**src/rtl/beep_sched_pkg.sv**
```systemverilog
// beep_sched_pkg: shared FSM encoding, default timing and width helper for
// the beep scheduler. Optional build macro: BEEP_SCHED_PRIO_EN (see rr_arbiter).
package beep_sched_pkg;

  typedef enum logic [1:0] {
    ST_IDLE = 2'd0,
    ST_ON   = 2'd1,
    ST_OFF  = 2'd2,
    ST_GAP  = 2'd3
  } state_e;

  localparam int DEF_ON_CYC  = 5_000_000;
  localparam int DEF_OFF_CYC = 5_000_000;
  localparam int DEF_GAP_CYC = 10_000_000;
  localparam int DEF_CNT_W   = 24;

  // Bits needed to index num_req requesters (at least one bit).
  function automatic int idx_width(input int num_req);
    return (num_req <= 1) ? 1 : $clog2(num_req);
  endfunction

endpackage

```
**src/rtl/beep_scheduler_rr_arbiter.sv**
```systemverilog
// rr_arbiter: combinational request picker for the beep scheduler.
// Default: round-robin search starting at rr_ptr with wrap-around.
// With BEEP_SCHED_PRIO_EN defined: fixed priority, lowest pending index wins,
// and the rr_ptr input does not exist.
module rr_arbiter #(
  parameter int NUM_REQ = 4,
  parameter int IDX_W   = 2
) (
`ifndef BEEP_SCHED_PRIO_EN
  input  logic [IDX_W-1:0]   rr_ptr,
`endif
  input  logic [NUM_REQ-1:0] pend,
  output logic               grant_valid,
  output logic [IDX_W-1:0]   grant_idx
);

`ifdef BEEP_SCHED_PRIO_EN
  // Lowest set pend bit wins; scanning downward lets the lowest overwrite.
  always_comb begin
    grant_valid = 1'b0;
    grant_idx   = '0;
    for (int k = NUM_REQ - 1; k >= 0; k--) begin
      if (pend[k]) begin
        grant_valid = 1'b1;
        grant_idx   = IDX_W'(k);
      end
    end
  end
`else
  localparam int SW = IDX_W + 1;

  logic [SW-1:0] w_sum;

  // Walk upward from rr_ptr, wrapping at NUM_REQ; first pending bit wins.
  always_comb begin
    grant_valid = 1'b0;
    grant_idx   = '0;
    w_sum       = '0;
    for (int k = 0; k < NUM_REQ; k++) begin
      w_sum = {1'b0, rr_ptr} + SW'(k);
      if (w_sum >= SW'(NUM_REQ)) begin
        w_sum = w_sum - SW'(NUM_REQ);
      end
      if (!grant_valid && pend[w_sum[IDX_W-1:0]]) begin
        grant_valid = 1'b1;
        grant_idx   = w_sum[IDX_W-1:0];
      end
    end
  end
`endif

endmodule

```
**src/rtl/beep_scheduler.sv**
```systemverilog
// beep_scheduler: shares one active-low buzzer among NUM_REQ active-low keys.
// A falling key edge latches a pending request; the arbiter grants one at a
// time and requester i plays i+1 beeps followed by a silent gap.
// Optional build macro: BEEP_SCHED_PRIO_EN (fixed priority, no rr pointer).
//
// Timing contract: the grant edge starts the burst (busy rises, beep falls);
// beep is low ON_CYC cycles per beep, high OFF_CYC cycles between beeps, then
// GAP_CYC silent cycles, after which done pulses for one cycle in IDLE.
module beep_scheduler
  import beep_sched_pkg::*;
#(
  parameter int NUM_REQ = 4,
  parameter int ON_CYC  = DEF_ON_CYC,
  parameter int OFF_CYC = DEF_OFF_CYC,
  parameter int GAP_CYC = DEF_GAP_CYC,
  parameter int CNT_W   = DEF_CNT_W
) (
  input  logic               sys_clk,
  input  logic               sys_rst,
  input  logic [NUM_REQ-1:0] key_filter,
  output logic               beep,
  output logic               busy,
  output logic [2:0]         grant_id,
  output logic [NUM_REQ-1:0] pend,
  output logic               done,
  output logic [1:0]         dbg_state
);

  localparam int IDX_W = idx_width(NUM_REQ);

  state_e             r_state;
  state_e             w_state_nxt;
  logic [NUM_REQ-1:0] r_key_d;
  logic               r_key_vld;
  logic [NUM_REQ-1:0] r_pend;
  logic [CNT_W-1:0]   r_cnt;
  logic [3:0]         r_beep_left;
  logic [2:0]         r_grant_id;
  logic               r_done;

  logic [NUM_REQ-1:0] w_event;
  logic [NUM_REQ-1:0] w_take;
  logic               w_grant_valid;
  logic [IDX_W-1:0]   w_grant_idx;
  logic               w_cnt_end;
  logic               w_grant;

  // key_d resets to all ones, so the first sampled cycle after reset is
  // masked by r_key_vld: a key already held low at release is not a press.
  assign w_event = r_key_vld ? (r_key_d & ~key_filter) : '0;
  assign w_grant = (r_state == ST_IDLE) && w_grant_valid;
  assign w_take  = w_grant ? (NUM_REQ'(1) << w_grant_idx) : '0;

`ifdef BEEP_SCHED_PRIO_EN
  rr_arbiter #(
    .NUM_REQ (NUM_REQ),
    .IDX_W   (IDX_W)
  ) u_arb (
    .pend        (r_pend),
    .grant_valid (w_grant_valid),
    .grant_idx   (w_grant_idx)
  );
`else
  logic [IDX_W-1:0] r_rr_ptr;

  // Round-robin pointer moves just past the most recent grant.
  always_ff @(posedge sys_clk) begin
    if (sys_rst) begin
      r_rr_ptr <= '0;
    end else if (w_grant) begin
      r_rr_ptr <= (w_grant_idx == IDX_W'(NUM_REQ - 1)) ? '0 : w_grant_idx + IDX_W'(1);
    end
  end

  rr_arbiter #(
    .NUM_REQ (NUM_REQ),
    .IDX_W   (IDX_W)
  ) u_arb (
    .rr_ptr      (r_rr_ptr),
    .pend        (r_pend),
    .grant_valid (w_grant_valid),
    .grant_idx   (w_grant_idx)
  );
`endif

  // Terminal count for the duration of the current state.
  always_comb begin
    w_cnt_end = 1'b0;
    case (r_state)
      ST_ON:   w_cnt_end = (r_cnt == CNT_W'(ON_CYC - 1));
      ST_OFF:  w_cnt_end = (r_cnt == CNT_W'(OFF_CYC - 1));
      ST_GAP:  w_cnt_end = (r_cnt == CNT_W'(GAP_CYC - 1));
      default: w_cnt_end = 1'b0;
    endcase
  end

  // FSM state register.
  always_ff @(posedge sys_clk) begin
    if (sys_rst) begin
      r_state <= ST_IDLE;
    end else begin
      r_state <= w_state_nxt;
    end
  end

  // FSM next-state logic.
  always_comb begin
    w_state_nxt = r_state;
    case (r_state)
      ST_IDLE: if (w_grant_valid) w_state_nxt = ST_ON;
      ST_ON:   if (w_cnt_end) w_state_nxt = (r_beep_left == 4'd1) ? ST_GAP : ST_OFF;
      ST_OFF:  if (w_cnt_end) w_state_nxt = ST_ON;
      ST_GAP:  if (w_cnt_end) w_state_nxt = ST_IDLE;
      default: w_state_nxt = ST_IDLE;
    endcase
  end

  // Datapath: key history, pending bitmap, duration counter, beep count, done.
  always_ff @(posedge sys_clk) begin
    if (sys_rst) begin
      r_key_d     <= '1;
      r_key_vld   <= 1'b0;
      r_pend      <= '0;
      r_cnt       <= '0;
      r_beep_left <= '0;
      r_grant_id  <= '0;
      r_done      <= 1'b0;
    end else begin
      r_key_d   <= key_filter;
      r_key_vld <= 1'b1;
      // A new event on the just-granted bit re-arms it.
      r_pend    <= (r_pend & ~w_take) | w_event;
      r_done    <= (r_state == ST_GAP) && w_cnt_end;
      case (r_state)
        ST_IDLE: begin
          if (w_grant_valid) begin
            r_grant_id  <= 3'(w_grant_idx);
            r_beep_left <= 4'(w_grant_idx) + 4'd1;
            r_cnt       <= '0;
          end
        end
        ST_ON: begin
          if (w_cnt_end) begin
            r_cnt       <= '0;
            r_beep_left <= r_beep_left - 4'd1;
          end else begin
            r_cnt <= r_cnt + CNT_W'(1);
          end
        end
        default: begin
          if (w_cnt_end) r_cnt <= '0;
          else           r_cnt <= r_cnt + CNT_W'(1);
        end
      endcase
    end
  end

  // FSM outputs: beep sounds only in ON, busy covers ON/OFF/GAP.
  always_comb begin
    beep      = (r_state != ST_ON);
    busy      = (r_state != ST_IDLE);
    grant_id  = r_grant_id;
    pend      = r_pend;
    done      = r_done;
    dbg_state = r_state;
  end

endmodule
```
**config.mk**
```make
export PLATFORM = sky130hd
export DESIGN_NAME = beep_scheduler
export DESIGN_NICKNAME = d
export VERILOG_FILES = /design/src/rtl/beep_sched_pkg.sv /design/src/rtl/beep_scheduler_rr_arbiter.sv /design/src/rtl/beep_scheduler.sv
export SDC_FILE = /design/constraint.sdc
export NUM_CORES = 1
export LEC_CHECK = 0
export CAP_MARGIN = 20
export CORE_MARGIN = 10
export CORE_UTILIZATION = 53
export CTS_CLUSTER_SIZE = 8
export DETAILED_ROUTE_END_ITERATION = 16
export PLACE_DENSITY = 0.79
export SETUP_SLACK_MARGIN = 0.1
export SLEW_MARGIN = 20
export SYNTH_ARGS = -nofsm -noshare
export SYNTH_HDL_FRONTEND = slang
export SYNTH_SLANG_ARGS = --single-unit
```
**constraint.sdc**
```tcl
create_clock -name sys_clk -period 2 [get_ports sys_clk]
set_input_delay 0.3 -clock sys_clk [delete_from_list [all_inputs] [get_ports sys_clk]]
set_output_delay 0.3 -clock sys_clk [all_outputs]
set_load 0.05 [all_outputs]
```
==> reports/qor.yml, run 1 <==
timing:
  rsz0062_at_grt: "true"
  tightest_slew_ps: 531.5
  maxSlewHeadroom_pct: 64.45
  finalClockSkew_ps: 3.642
  timing.fmax_mhz: 509.5
  final_max_slew_viol_count: 0
  fin_crit_sh_pct: 98.13
  fin_ws_ps: 37.39
  fin_setup_tns_ps: 0
  finalCriticalPeriod_ps: 1963
  hold_violations: 0
  setup_viol: 0
critical_path:
  critPathArrivalTime_ps: 2190
  startpoint_type: "register"
  cp-end-kind: "register"
  cp_max_fo: 6
  crit_required_ps: 2220
  worstSetupPathType: "register to register"
clock_tree:
  cts_buffer_depth: 2
  cts_sinks: 44
  cts_max_level: 2
  cts-root-buf: "clkbuf_8"
  cts.clk_slew.worst_paths_ps: 80
  clkLatencyLatePin_ps: 290
  numCtsBuffers: 5
  cts_tree: "built"
place:
  pre_cts_ws_ps: -18.28
  place.port_buffers: 16
  gp_congestion: 0.9394
  dpl-instance-area_um2: 3012
  hpwl_um: 4659
floorplanning:
  die_w_um: 88.25
  initial_core_util_pct: 55.55
  rows: 24
  die_area_um2: 7787
  ios: 18
  die_height_um: 88.25
  coreArea_um2: 4444
layout:
  num-fill-cells: 304
  final_common_cell: "buf_4"
  final_core_util_pct: 75.87
  final_cell_mix: "buf_4, nand2_1, dfxtp_1, nor2_1"
  area_growth_syn_to_layout_pct: 36.59
  drive_gt1_share_pct: 33.15
  diodes: 0
  nets: 376
  final_area_um2: 3372
global_route:
  grt_max_degree: 21
  grt_use_total_pct: 17.38
  grt_pass1_vias: 2426
  antenna_found_initial: 0
  grt_pass1_wl_um: 11070
  gr-total-overflow: 0
hold_path:
  hold_path.class: "register to register"
pwr:
  totalPowerFinal_uw: 2288
  power_density_nw_per_um2: 678.6
  peakVddDrop_mv: 0.3701
  p_leak_uw: 0.001244
logic_synthesis:
  netlist_area_um2: 2469
  seq_area_frac_synth_pct: 35.68
  synthCells: 311
  syn_area_per_cell_um2: 7.938
  synthFlopType: "dfxtp_1"
  yosysUniqueCellTypes: 59
  synthArstFlopShare_pct: 0
  synth_nets: 324
  synth_edf_count: 0
  synth-seq-cells: 44
  yosys_warnings: 0
flow_run:
  maxCapViolations: 0
detailed_routing:
  routed_wl_um: 7350
  dr.pass1.iters: 7
  viasPerCell: 6.372
  drtIter0Drc: 300
  vias: 2638
  drc: 0
  wire_per_inst_um: 17.75
  ant_nets: 0
status:
  outcome: "completed"
## worst paths after layout
path	startpoint	endpoint	slack [ps]	cells past startpoint
max	r_cnt[12]	r_beep_left[3]	40	5
max reg2reg	r_cnt[12]	r_beep_left[3]	40	5
min reg2reg	r_key_d[2]	pend[2]	440	2
min	r_key_d[2]	pend[2]	440	2
## cells in the mapped netlist (all sizes together), types with 2 or more instances
cell type / number / share of area [%]
a22o: 2 / 0.71
or3: 3 / 0.96
a41oi: 5 / 1.8
nand3: 18 / 3.6
a211oi: 3 / 0.91
a211o: 2 / 0.71
xor2: 2 / 0.71
o41ai: 4 / 1.4
a2111oi: 2 / 0.96
clkbuf: 15 / 2.3
nand4: 14 / 3.5
a31oi: 3 / 0.76
buf: 5 / 1.2
dfxtp: 44 / 36
nor4bb: 2 / 0.81
nor3: 11 / 2.4
o21ai: 16 / 3.2
a32oi: 3 / 1.1
a21oi: 13 / 2.6
and4: 3 / 1.1
xnor2: 3 / 1.1
mux2i: 4 / 1.6
nor4: 4 / 1.3
and2: 2 / 0.51
nor4b: 2 / 0.71
and3: 5 / 1.3
nand2: 41 / 6.3
or2: 6 / 1.5
o211ai: 4 / 1.2
inv: 16 / 2.4
ha: 7 / 3.5
or4: 7 / 2.1
nor2: 18 / 2.7
nand2b: 5 / 1.3
## state kept, by name, summed over array words and instances (netlist names)
| signal | cells |
|---|---|
| dbg_state | 2 |
| done | 1 |
| grant_id | 2 |
| pend | 4 |
| r_beep_left | 4 |
| r_cnt | 24 |
| r_key_d | 4 |
| r_key_vld | 1 |
| r_rr_ptr | 2 |
## where the power goes
group	internal [uW]	total [uW]	switching, uW
Sequential	924	973	48.5
Clock	358	641	283
Combinational	259	674	415
Total	1540	2290	747
## worst max-delay path, stage by stage (launching register included)
cell and delay [ps]:
dfxtp_2 390, nand4b_1 110, or3_4 420, a211o_4 380, or4_4 420, a211oi_2 170
## layer usage
layer  GRT usage, %  routed length [um]
met4          4.552                 167
met5              0                   0
met1          22.50                3096
met3          4.228                 530
met2          28.27                3556
## area by class of cell
type / count / area [um^2] / share of cell area [%]
Clock buffer: 5 / 68.82 / 2.041
Clock inverter: 1 / 30.03 / 0.8905
Inverter: 16 / 60.06 / 1.781
Multi-Input combinational cell: 231 / 1690 / 50.13
Sequential cell: 44 / 904.6 / 26.83
Tap cell: 52 / 65.06 / 1.930
Timing Repair Buffer: 65 / 553.0 / 16.40
## repair_timing
item	4_1_cts	5_1_grt
endpoints found under the setup margin	12	30
setup buffers	3	0
gates resized for setup	7	54
pin swaps	6	19
hold buffers	0	0
## logic make-up (layout without fill, tap and decap cells)
group | Yosys count | after routing | share of synthesized area, %
adders and majority gates | 7 | 7 | 3.548
other | 1 | 1 | 0.1519
buffers and inverters | 36 | 87 | 5.879
and+or+nand+nor | 146 | 146 | 31.93
DFF | 44 | 44 | 35.68
xor gates and xnor gates | 5 | 5 | 1.774
muxes | 5 | 5 | 2.078
AOI/OAI and AO/OA | 67 | 67 | 18.96
## stage by stage
step           hold slack (ps)  instances
3_3_place_gp             422.3        405
3_5_place_dp             430.0        405
6_report                 439.6        414
5_1_grt                  470.2        414
2_1_floorplan            413.8        311
4_1_cts                  441.3        414
No activity file was read; power rests on OpenSTA's default activity.
==> run 2: changes to the inputs <==
--- a/config.mk
+++ b/config.mk
@@ -8,7 +8,6 @@
 export CAP_MARGIN = 20
 export CORE_MARGIN = 10
 export CORE_UTILIZATION = 53
-export CTS_CLUSTER_SIZE = 8
 export DETAILED_ROUTE_END_ITERATION = 16
 export PLACE_DENSITY = 0.79
 export SETUP_SLACK_MARGIN = 0.1
==> results of run 2 <==
The final DEF is identical to that of run 1; final timing and power are the same.
==> run 3: changes to the inputs <==
--- a/config.mk
+++ b/config.mk
@@ -6,12 +6,13 @@
 export NUM_CORES = 1
 export LEC_CHECK = 0
 export CAP_MARGIN = 20
-export CORE_MARGIN = 10
 export CORE_UTILIZATION = 53
 export DETAILED_ROUTE_END_ITERATION = 16
 export PLACE_DENSITY = 0.79
 export SETUP_SLACK_MARGIN = 0.1
+export SKIP_LAST_GASP = 1
 export SLEW_MARGIN = 20
 export SYNTH_ARGS = -nofsm -noshare
 export SYNTH_HDL_FRONTEND = slang
 export SYNTH_SLANG_ARGS = --single-unit
+export TNS_END_PERCENT = 1
==> reports/qor.yml, run 3 (synthesized netlist as in run 1, its figures left out) <==
timing:
  fin_ws_ps: 8.212  # -29.18 ps
  hold_violations: 0  # unchanged
  finalCriticalPeriod_ps: 1992  # +29.18 ps
  maxSlewHeadroom_pct: 66.65  # +2.2 points
  tightest_slew_ps: 498.7  # -32.89 ps
  fin_crit_sh_pct: 99.59  # +1.5 points
  finalClockSkew_ps: 3.050  # -0.5920 ps
  rsz0062_at_grt: "true"
  final_max_slew_viol_count: 0  # unchanged
  setup_viol: 0  # unchanged
  timing.fmax_mhz: 502.1  # -1.5%
global_route:
  use_met3_pct: 5.195  # +0.97 points
  grt_max_degree: 19  # -9.5%
  gr-total-overflow: 0  # unchanged
  met1_usage_pct: 36.40  # +14 points
  grt_pass1_wl_um: 11030  # -0.37%
  grt_pass1_vias: 2393  # -1.4%
  grt-busiest-layer: "met2"
  antenna_found_initial: 0  # unchanged
  gr-usage-met2_pct: 44.34  # +16 points
  grt_use_total_pct: 27.86  # +10 points
layout:
  final_common_cell: "buf_4"
  drive_gt1_share_pct: 23.56  # -9.6 points
  final_cell_mix: "buf_4, nand2_1, dfxtp_1, nor2_1, nand3_1"
  final_area_um2: 3158  # -6.3%
  num-fill-cells: 335  # +10%
  regArea_um2: 892.1  # -1.4%
  multiInputGateArea_um2: 1501  # -11%
  largest_register_ffs: 24  # unchanged
  nets: 377  # +0.27%
  area_growth_syn_to_layout_pct: 27.93
  diodes: 0  # unchanged
  regMostFlops: "r_cnt"
  final_core_util_pct: 71.54  # -4.3 points
critical_path:
  worstSetupPathType: "register to register"
  critPathBufInv: 0  # unchanged
  max_stage_delay_ps: 400  # -20 ps
  critPathArrivalTime_ps: 2210  # +20 ps
  crit_family: "simple AND/OR/NAND/NOR gates"
  cp_slowest_cell: "dfxtp_1"
  cp_max_fo: 6  # unchanged
  rr_startpoint: "r_cnt[15]"
  critical_path.startpoint: "r_cnt[15]"
  path_cells: "nand4bb_1 > or3_4 > a211o_4 > or4_1 > a211oi_1"
  crit_required_ps: 2220  # about the same
  reg2reg_slack_ps: 8  # -30 ps
  startpoint_type: "register"
  cp-end-kind: "register"
clock_tree:
  numCtsBuffers: 5  # unchanged
  cts.clk_slew.worst_paths_ps: 80  # about the same
  clkLatencyLatePin_ps: 300  # about the same
  cts-root-buf: "clkbuf_8"
  cts_tree: "built"
  cts_hold_buf: 0  # unchanged
  cts_sinks: 44  # unchanged
  cts_max_level: 2  # unchanged
  cts_buffer_depth: 2  # unchanged
detailed_routing:
  dr.pass1.iters: 4  # -3
  viasPerCell: 6.141  # -3.6%
  routed_wl_um: 6622  # -9.9%
  vias: 2561  # -2.9%
  drtIter0Drc: 123  # -59%
  ant_nets: 0  # unchanged
  wire_per_inst_um: 15.88  # -11%
  drc: 0  # unchanged
floorplanning:
  die_area_um2: 4934  # -37%
  initial_core_util_pct: 55.92  # +0.38 points
  die_height_um: 70.25  # -20%
  coreArea_um2: 4414  # -0.68%
  ios: 18  # unchanged
  rows: 24  # unchanged
  die_w_um: 70.25  # -20%
place:
  hpwl_um: 4722  # +1.4%
  gp_congestion: 0.8881  # -5.5%
  dpl-instance-area_um2: 3002  # -0.33%
  pre_cts_ws_ps: 26.16  # +44.44 ps
  place.port_buffers: 16  # unchanged
hold_path:
  hold_path.class: "register to register"
  min_from: "r_key_d[3]"
pwr:
  p_leak_uw: 0.001189  # -4.4%
  peakVddDrop_mv: 0.4496  # +21%
  power_density_nw_per_um2: 680.3  # +0.24%
flow_run:
  maxCapViolations: 0  # unchanged
status:
  outcome: "completed"
-- run 3: through the flow --
stage | hold slack [ps] | TNS, ps | std cells | total power [uW]
after floorplan | 416.4 | -3.353 | 311 | 1372
after global placement | 427.1 | 0 | 406 | 1545
after detailed placement | 440.2 | 0 | 406 | 1566
after CTS | 452.7 | 0 | 414 | 2147
after global routing | 483.6 | -257.0 | 417 | 2247
final | 443.7 | 0 | 417 | 2148
-- run 3: tightest hold or removal path, stage by stage (launching register included) --
cell	delay, ps
dfxtp_1	300
nand2_1	50
o21ai_0	60
-- run 3: report_power, final --
group	switching (uW)	total, uW	internal [uW]
Sequential	47.9	972	924
Clock	315	591	276
Combinational	362	586	224
Total	724	2150	1420
-- run 3: final timing paths --
kind                                  endpoint  cells past startpoint
worst max register to register  r_beep_left[3]                      5
worst max-delay path            r_beep_left[3]                      5
worst min register to register         pend[3]                      2
worst min-delay path                   pend[3]                      2
-- run 3: repair_timing --
action,CTS,global route
setup buffers,0,3
pin swaps,1,3
endpoints found under the setup margin,18,29
gates resized for setup,4,6
-- run 3: layer usage --
metal  up-vias  share of wire (%)
met5         -                  0
met4         0                3.4
met3        20                6.0
met2        86                 47
met1      1205                 44
li1       1250                  -
-- run 3: cell type report --
class / count / share of cell area [%]
Clock buffer: 6 / 2.615
Multi-Input combinational cell: 231 / 47.54
Timing Repair Buffer: 66 / 17.31
Tap cell: 52 / 2.060
Sequential cell: 44 / 28.25
Clock inverter: 2 / 0.3170
Inverter: 16 / 1.902
